<file path="src/rtl/uart_alu_ctrl.sv">
// Sequencer between UART RX/TX and the ALU: gathers operand A, operand B and
// opcode, runs one ALU exchange, and recovers from timeouts or bad opcodes.
module uart_alu_ctrl #(
    parameter int SIZEDATA       = 8,
    parameter int SIZEOP         = 6,
    parameter int TIMEOUT_CYCLES = 500000
) (
    input  logic                i_clock,
    input  logic                i_reset,
    input  logic                i_rx_done,
    input  logic [SIZEDATA-1:0] i_rx_data,
    input  logic                i_tx_done,
    input  logic [SIZEDATA-1:0] i_alu_result,
    output logic [SIZEDATA-1:0] o_alu_a,
    output logic [SIZEDATA-1:0] o_alu_b,
    output logic [SIZEOP-1:0]   o_alu_op,
    output logic                o_tx_signal,
    output logic [SIZEDATA-1:0] o_tx_result,
    output logic                o_busy,
    output logic                o_error
);

    localparam int CW = (TIMEOUT_CYCLES > 1) ? $clog2(TIMEOUT_CYCLES) : 1;
    localparam logic [CW-1:0] TMO_LAST = CW'(TIMEOUT_CYCLES - 1);

    typedef enum logic [2:0] {
        WAIT_A,
        WAIT_B,
        WAIT_OP,
        EXEC,
        WAIT_TX
    } state_t;

    state_t            state;
    logic              rx_done_q;
    logic              tx_done_q;
    logic [CW-1:0]     tmo_cnt;
    logic              rx_evt;
    logic              tx_evt;
    logic              tmo_hit;
    logic [SIZEOP-1:0] rx_op;

    assign rx_evt  = i_rx_done & ~rx_done_q;
    assign tx_evt  = i_tx_done & ~tx_done_q;
    assign tmo_hit = (tmo_cnt == TMO_LAST);
    assign rx_op   = i_rx_data[SIZEOP-1:0];
    assign o_busy  = (state != WAIT_A);

    function automatic logic op_valid(input logic [SIZEOP-1:0] op);
        logic ok;
        ok = 1'b0;
        case (op)
            SIZEOP'(6'b100000), SIZEOP'(6'b100010), SIZEOP'(6'b100100),
            SIZEOP'(6'b100101), SIZEOP'(6'b100110), SIZEOP'(6'b100111),
            SIZEOP'(6'b000011), SIZEOP'(6'b000010): ok = 1'b1;
            default:                                ok = 1'b0;
        endcase
        return ok;
    endfunction

    always_ff @(posedge i_clock or negedge i_reset) begin
        if (!i_reset) begin
            state       <= WAIT_A;
            rx_done_q   <= 1'b0;
            tx_done_q   <= 1'b0;
            tmo_cnt     <= '0;
            o_alu_a     <= '0;
            o_alu_b     <= '0;
            o_alu_op    <= '0;
            o_tx_signal <= 1'b0;
            o_tx_result <= '0;
            o_error     <= 1'b0;
        end else begin
            rx_done_q   <= i_rx_done;
            tx_done_q   <= i_tx_done;
            o_tx_signal <= 1'b0;
            o_error     <= 1'b0;
            case (state)
                WAIT_A: begin
                    if (rx_evt) begin
                        o_alu_a <= i_rx_data;
                        state   <= WAIT_B;
                        tmo_cnt <= '0;
                    end
                end
                WAIT_B: begin
                    if (rx_evt) begin
                        o_alu_b <= i_rx_data;
                        state   <= WAIT_OP;
                        tmo_cnt <= '0;
                    end else if (tmo_hit) begin
                        o_error <= 1'b1;
                        state   <= WAIT_A;
                        tmo_cnt <= '0;
                    end else begin
                        tmo_cnt <= tmo_cnt + CW'(1);
                    end
                end
                WAIT_OP: begin
                    // A byte arriving on the final allowed cycle beats the timeout.
                    if (rx_evt) begin
                        if (op_valid(rx_op)) begin
                            o_alu_op <= rx_op;
                            state    <= EXEC;
                        end else begin
                            o_error <= 1'b1;
                            state   <= WAIT_A;
                        end
                        tmo_cnt <= '0;
                    end else if (tmo_hit) begin
                        o_error <= 1'b1;
                        state   <= WAIT_A;
                        tmo_cnt <= '0;
                    end else begin
                        tmo_cnt <= tmo_cnt + CW'(1);
                    end
                end
                EXEC: begin
                    o_tx_result <= i_alu_result;
                    o_tx_signal <= 1'b1;
                    state       <= WAIT_TX;
                    tmo_cnt     <= '0;
                end
                WAIT_TX: begin
                    if (tx_evt) begin
                        state   <= WAIT_A;
                        tmo_cnt <= '0;
                    end else if (tmo_hit) begin
                        o_error <= 1'b1;
                        state   <= WAIT_A;
                        tmo_cnt <= '0;
                    end else begin
                        tmo_cnt <= tmo_cnt + CW'(1);
                    end
                end
                default: begin
                    state   <= WAIT_A;
                    tmo_cnt <= '0;
                end
            endcase
        end
    end

endmodule

</file>
<file path="config.mk">
export PLATFORM = sky130hd
export DESIGN_NAME = uart_alu_ctrl
export DESIGN_NICKNAME = d
export VERILOG_FILES = /design/src/rtl/uart_alu_ctrl.sv
export SDC_FILE = /design/constraint.sdc
export NUM_CORES = 1
export LEC_CHECK = 0
export ABC_AREA = 1
export CORE_MARGIN = 10
export CORE_UTILIZATION = 40
export CTS_CLUSTER_SIZE = 30
export DETAILED_ROUTE_END_ITERATION = 16
export PLACE_DENSITY = 0.72
export SYNTH_ARGS = -nofsm -noshare
export SYNTH_HDL_FRONTEND = slang
export SYNTH_SLANG_ARGS = --single-unit
</file>
<file path="constraint.sdc">
create_clock -name i_clock -period 2.3 [get_ports i_clock]
set_clock_uncertainty 0.15 [all_clocks]
set_input_delay 0.46 -clock i_clock [delete_from_list [all_inputs] [get_ports i_clock]]
set_output_delay 0.46 -clock i_clock [all_outputs]
set_load 0.01 [all_outputs]
</file>
==> key figures <==
Worst setup path
  • Slowest Stage Delay on Critical Path: 0.50 ns
  • Worst EP arrival: 1.59 ns
  • Register-to-register setup slack: 0.41 ns
  • Critical path endpoint category: output port
  • Endpoint of the worst register-to-register path: tmo_cnt[7]
  • Origin of the critical flop-to-flop path: tmo_cnt[0]
  • Highest fanout seen on the critical path: 5
  • Worst Reg2Reg Path Length in Cells: 10
  • Startpoint type of the worst setup path: register
  • Cell breakdown of the critical path: nor2_1 > nand2_1 > clkdlybuf4s50_1
  • Critical path's slowest cell: sky130_fd_sc_hd__clkdlybuf4s50_1
  • Classification of the worst setup path: register to output port
  • Worst path bufs/invs: 1
  • Cell type group with the largest total delay on the critical path: buffers and inverters
  • Required time at the endpoint of the critical path: 1.69 ns

Routing
  • Via count of the routed design: 2280
  • Avg Vias per Cell: 4.86
  • DRC: 0
  • DRC marker count from the first detailed-route iteration: 84
  • Pre-antenna DRT Iters: 4
  • Antenna-violating nets left: 0
  • Wire length reported by the detailed router: 6290 µm
  • Routed WL per cell: 13.4 µm

CTS
  • Max H-tree Level: 2
  • Root Buffer: sky130_fd_sc_hd__clkbuf_8
  • Maximum buffer depth of the clock tree: 2
  • Number of buffers inserted during clock tree synthesis: 5
  • Clock transition at the registers of the reported paths: 0.10 ns
  • Setup bufs post-CTS: 0
  • Clock insertion delay at the later pin of the skew report: 0.31 ns
  • Hold_buf cts: 0
  • Post-CTS resize count: 0
  • Clk sinks: 56
  • Clock tree from TritonCTS: built

Timing
  • Number of endpoints with negative hold slack in the final report: 0
  • Final number of max-transition violations: 0
  • Tightest hold margin: 0.00987 ns
  • Total Negative Setup Slacks: 0 ns
  • Worst slew pin tran: 0.627 ns
  • Slew Limit Headroom: 58.2%
  • Share of the clock period used by the worst path: 95.5%
  • Maximum clock rate: 0.455 GHz
  • Fin crit period: 2.20 ns
  • Number of failing setup endpoints in the final timing report: 0
  • RSZ-0062 raised after global routing: no

Logic synthesis
  • Net count of the mapped netlist: 352
  • Per-instance average area after synthesis: 7.97 µm²
  • Number of different library cells in the post-synthesis netlist: 24
  • Portion of the post-synthesis area used by sequential elements: 53.1%
  • Top cell type's share of synthesized area: 53.1%
  • Post-Syn Area: 0.00264 mm²
  • #FFs+latches synth: 56
  • Synth warnings: 0
  • Cell taking the most area after synthesis: sky130_fd_sc_hd__dfrtp_1
  • Synth Instances: 331
  • Cell types with the largest area share after synthesis: sky130_fd_sc_hd__dfrtp_1 53%, sky130_fd_sc_hd__nand2_1 15%, sky130_fd_sc_hd__nor2_1 7.0%, sky130_fd_sc_hd__inv_1 5.0%, sky130_fd_sc_hd__o21ai_0 4.9%

Flow run
  • Count of max-cap constraint violations: 0

Placement
  • Number of buffers added on ports: 52
  • Final estimated routing congestion in global placement: 0.863
  • DPL Wire Length: 4870 µm

Hold path
  • Min-Delay Path Class: input port to asynchronous set/reset pin

Power and ir drop
  • Static Leak: 0.00161 µW
  • Worst ir drop on vdd: 0.646 mV
  • Power density normalized to cell area: 1010 mW/mm²

Floorplan
  • Placement row count: 29
  • Number of top-level pins: 53
  • Initial Utilization: 41.3%
  • Die span in y: 101 µm
  • Die area: 0.0102 mm²
  • Area of the core: 0.00639 mm²
  • Horizontal die dimension: 101 µm

Finish
  • Layout cell share with drive strength beyond 1: 6.63%
  • Area growth from synthesis to layout: 27.3%
  • Final net count: 412
  • Commonest cells after routing, fill and taps aside: 103 x sky130_fd_sc_hd__nand2_1, 56 x sky130_fd_sc_hd__dfrtp_1, 51 x sky130_fd_sc_hd__clkdlybuf4s50_1, 49 x sky130_fd_sc_hd__nor2_1, 35 x sky130_fd_sc_hd__inv_1
  • Final Util: 52.6%
  • N_diodes: 0
  • Leading cell type in the layout, fill and taps excluded: sky130_fd_sc_hd__nand2_1

Run status
  • Status: completed

Global routing
  • Maximum number of pins on one net before global-route repair: 30
  • Number of antenna violations at the first check in global routing: 0
  • First-pass GRT wire length: 10600 µm
  • Overflow after GRT: 0
  • Vias in the first global route: 2185
  • All-layer global routing usage: 12.7%
-- metal layers --
layer  vias up  track usage, %  wire length, µm
met5         -               0                0
met4         0            3.75               74
met3         6            4.63              385
met2        55            20.2             2940
met1      1066            15.9             2890
li1       1153               -                -
-- metrics by stage --
stage               std cells  worst slack, ns  instance area (µm²)  total power [µW]
global placement          461            0.227                 3260              2840
global route              469           0.0208                 3360              3640
finish                    469            0.104                 3360              3400
floorplan                 331            0.787                 2640              2110
CTS                       469           0.0746                 3360              3450
detailed placement        461            0.115                 3260              2870
-- registers in the layout (all words and copies together), names as in the netlist --
name / cells
tx_done_q: 1
o_alu_op: 6
o_tx_result: 8
tmo_cnt: 19
o_tx_signal: 1
state: 3
o_error: 1
o_alu_b: 8
rx_done_q: 1
o_alu_a: 8
-- synthesized netlist by cell type --
master	count
sky130_fd_sc_hd__nand3_1	21
sky130_fd_sc_hd__dfrtp_1	56
sky130_fd_sc_hd__a21oi_1	5
sky130_fd_sc_hd__xor2_1	6
sky130_fd_sc_hd__buf_6	2
sky130_fd_sc_hd__nor3_2	1
sky130_fd_sc_hd__nor2_1	49
sky130_fd_sc_hd__nand2_1	103
sky130_fd_sc_hd__o22ai_1	1
sky130_fd_sc_hd__nand2_2	3
sky130_fd_sc_hd__nor3_4	1
sky130_fd_sc_hd__nand3_2	1
sky130_fd_sc_hd__buf_2	1
sky130_fd_sc_hd__ha_1	1
sky130_fd_sc_hd__nand2_4	1
sky130_fd_sc_hd__o21ai_0	26
sky130_fd_sc_hd__nand4_1	8
sky130_fd_sc_hd__inv_4	1
sky130_fd_sc_hd__nand3b_1	2
sky130_fd_sc_hd__nor3_1	1
sky130_fd_sc_hd__nor2_2	1
sky130_fd_sc_hd__inv_2	4
sky130_fd_sc_hd__nor2_4	1
sky130_fd_sc_hd__inv_1	35
-- cell type report --
| type | count | area [µm²] |
|---|---|---|
| clock inverters | 1 | 7.51 |
| inverters | 40 | 153 |
| fillers | 632 | 3030 |
| repair buffers | 56 | 558 |
| clock buffers | 7 | 86.3 |
| flip-flops and latches | 56 | 1400 |
| multi-input cells | 232 | 1060 |
| well taps | 77 | 96.3 |
-- worst max-delay path by stage --
stage	from	end	slack (ns)	cells after the start
finish	state[0]	o_busy	0.10	3
global route	state[0]	o_busy	0.02	3
CTS	state[0]	o_busy	0.07	3
detailed placement	i_rx_done	o_alu_b[0]	0.11	6
global placement	i_rx_done	o_alu_a[6]	0.23	7
floorplan	tmo_cnt[0]	tmo_cnt[14]	0.79	10
-- logic make-up after synthesis --
family / count (synthesis) / share of synthesized area, %
fa+ha+maj: 1 / 0.474
xor+xnor: 6 / 1.99
simple gates: 193 / 31.5
flops: 56 / 53.1
compound gates: 32 / 6.12
buf+inv: 43 / 6.83
-- power by group --
| part | leakage (µW) | switching (µW) | internal [µW] |
|---|---|---|---|
| sequential | 0.000723 | 186 | 1250 |
| clock | 0.0000445 | 316 | 246 |
| combinational | 0.000844 | 739 | 657 |
Power figures use the tool's default switching activity.
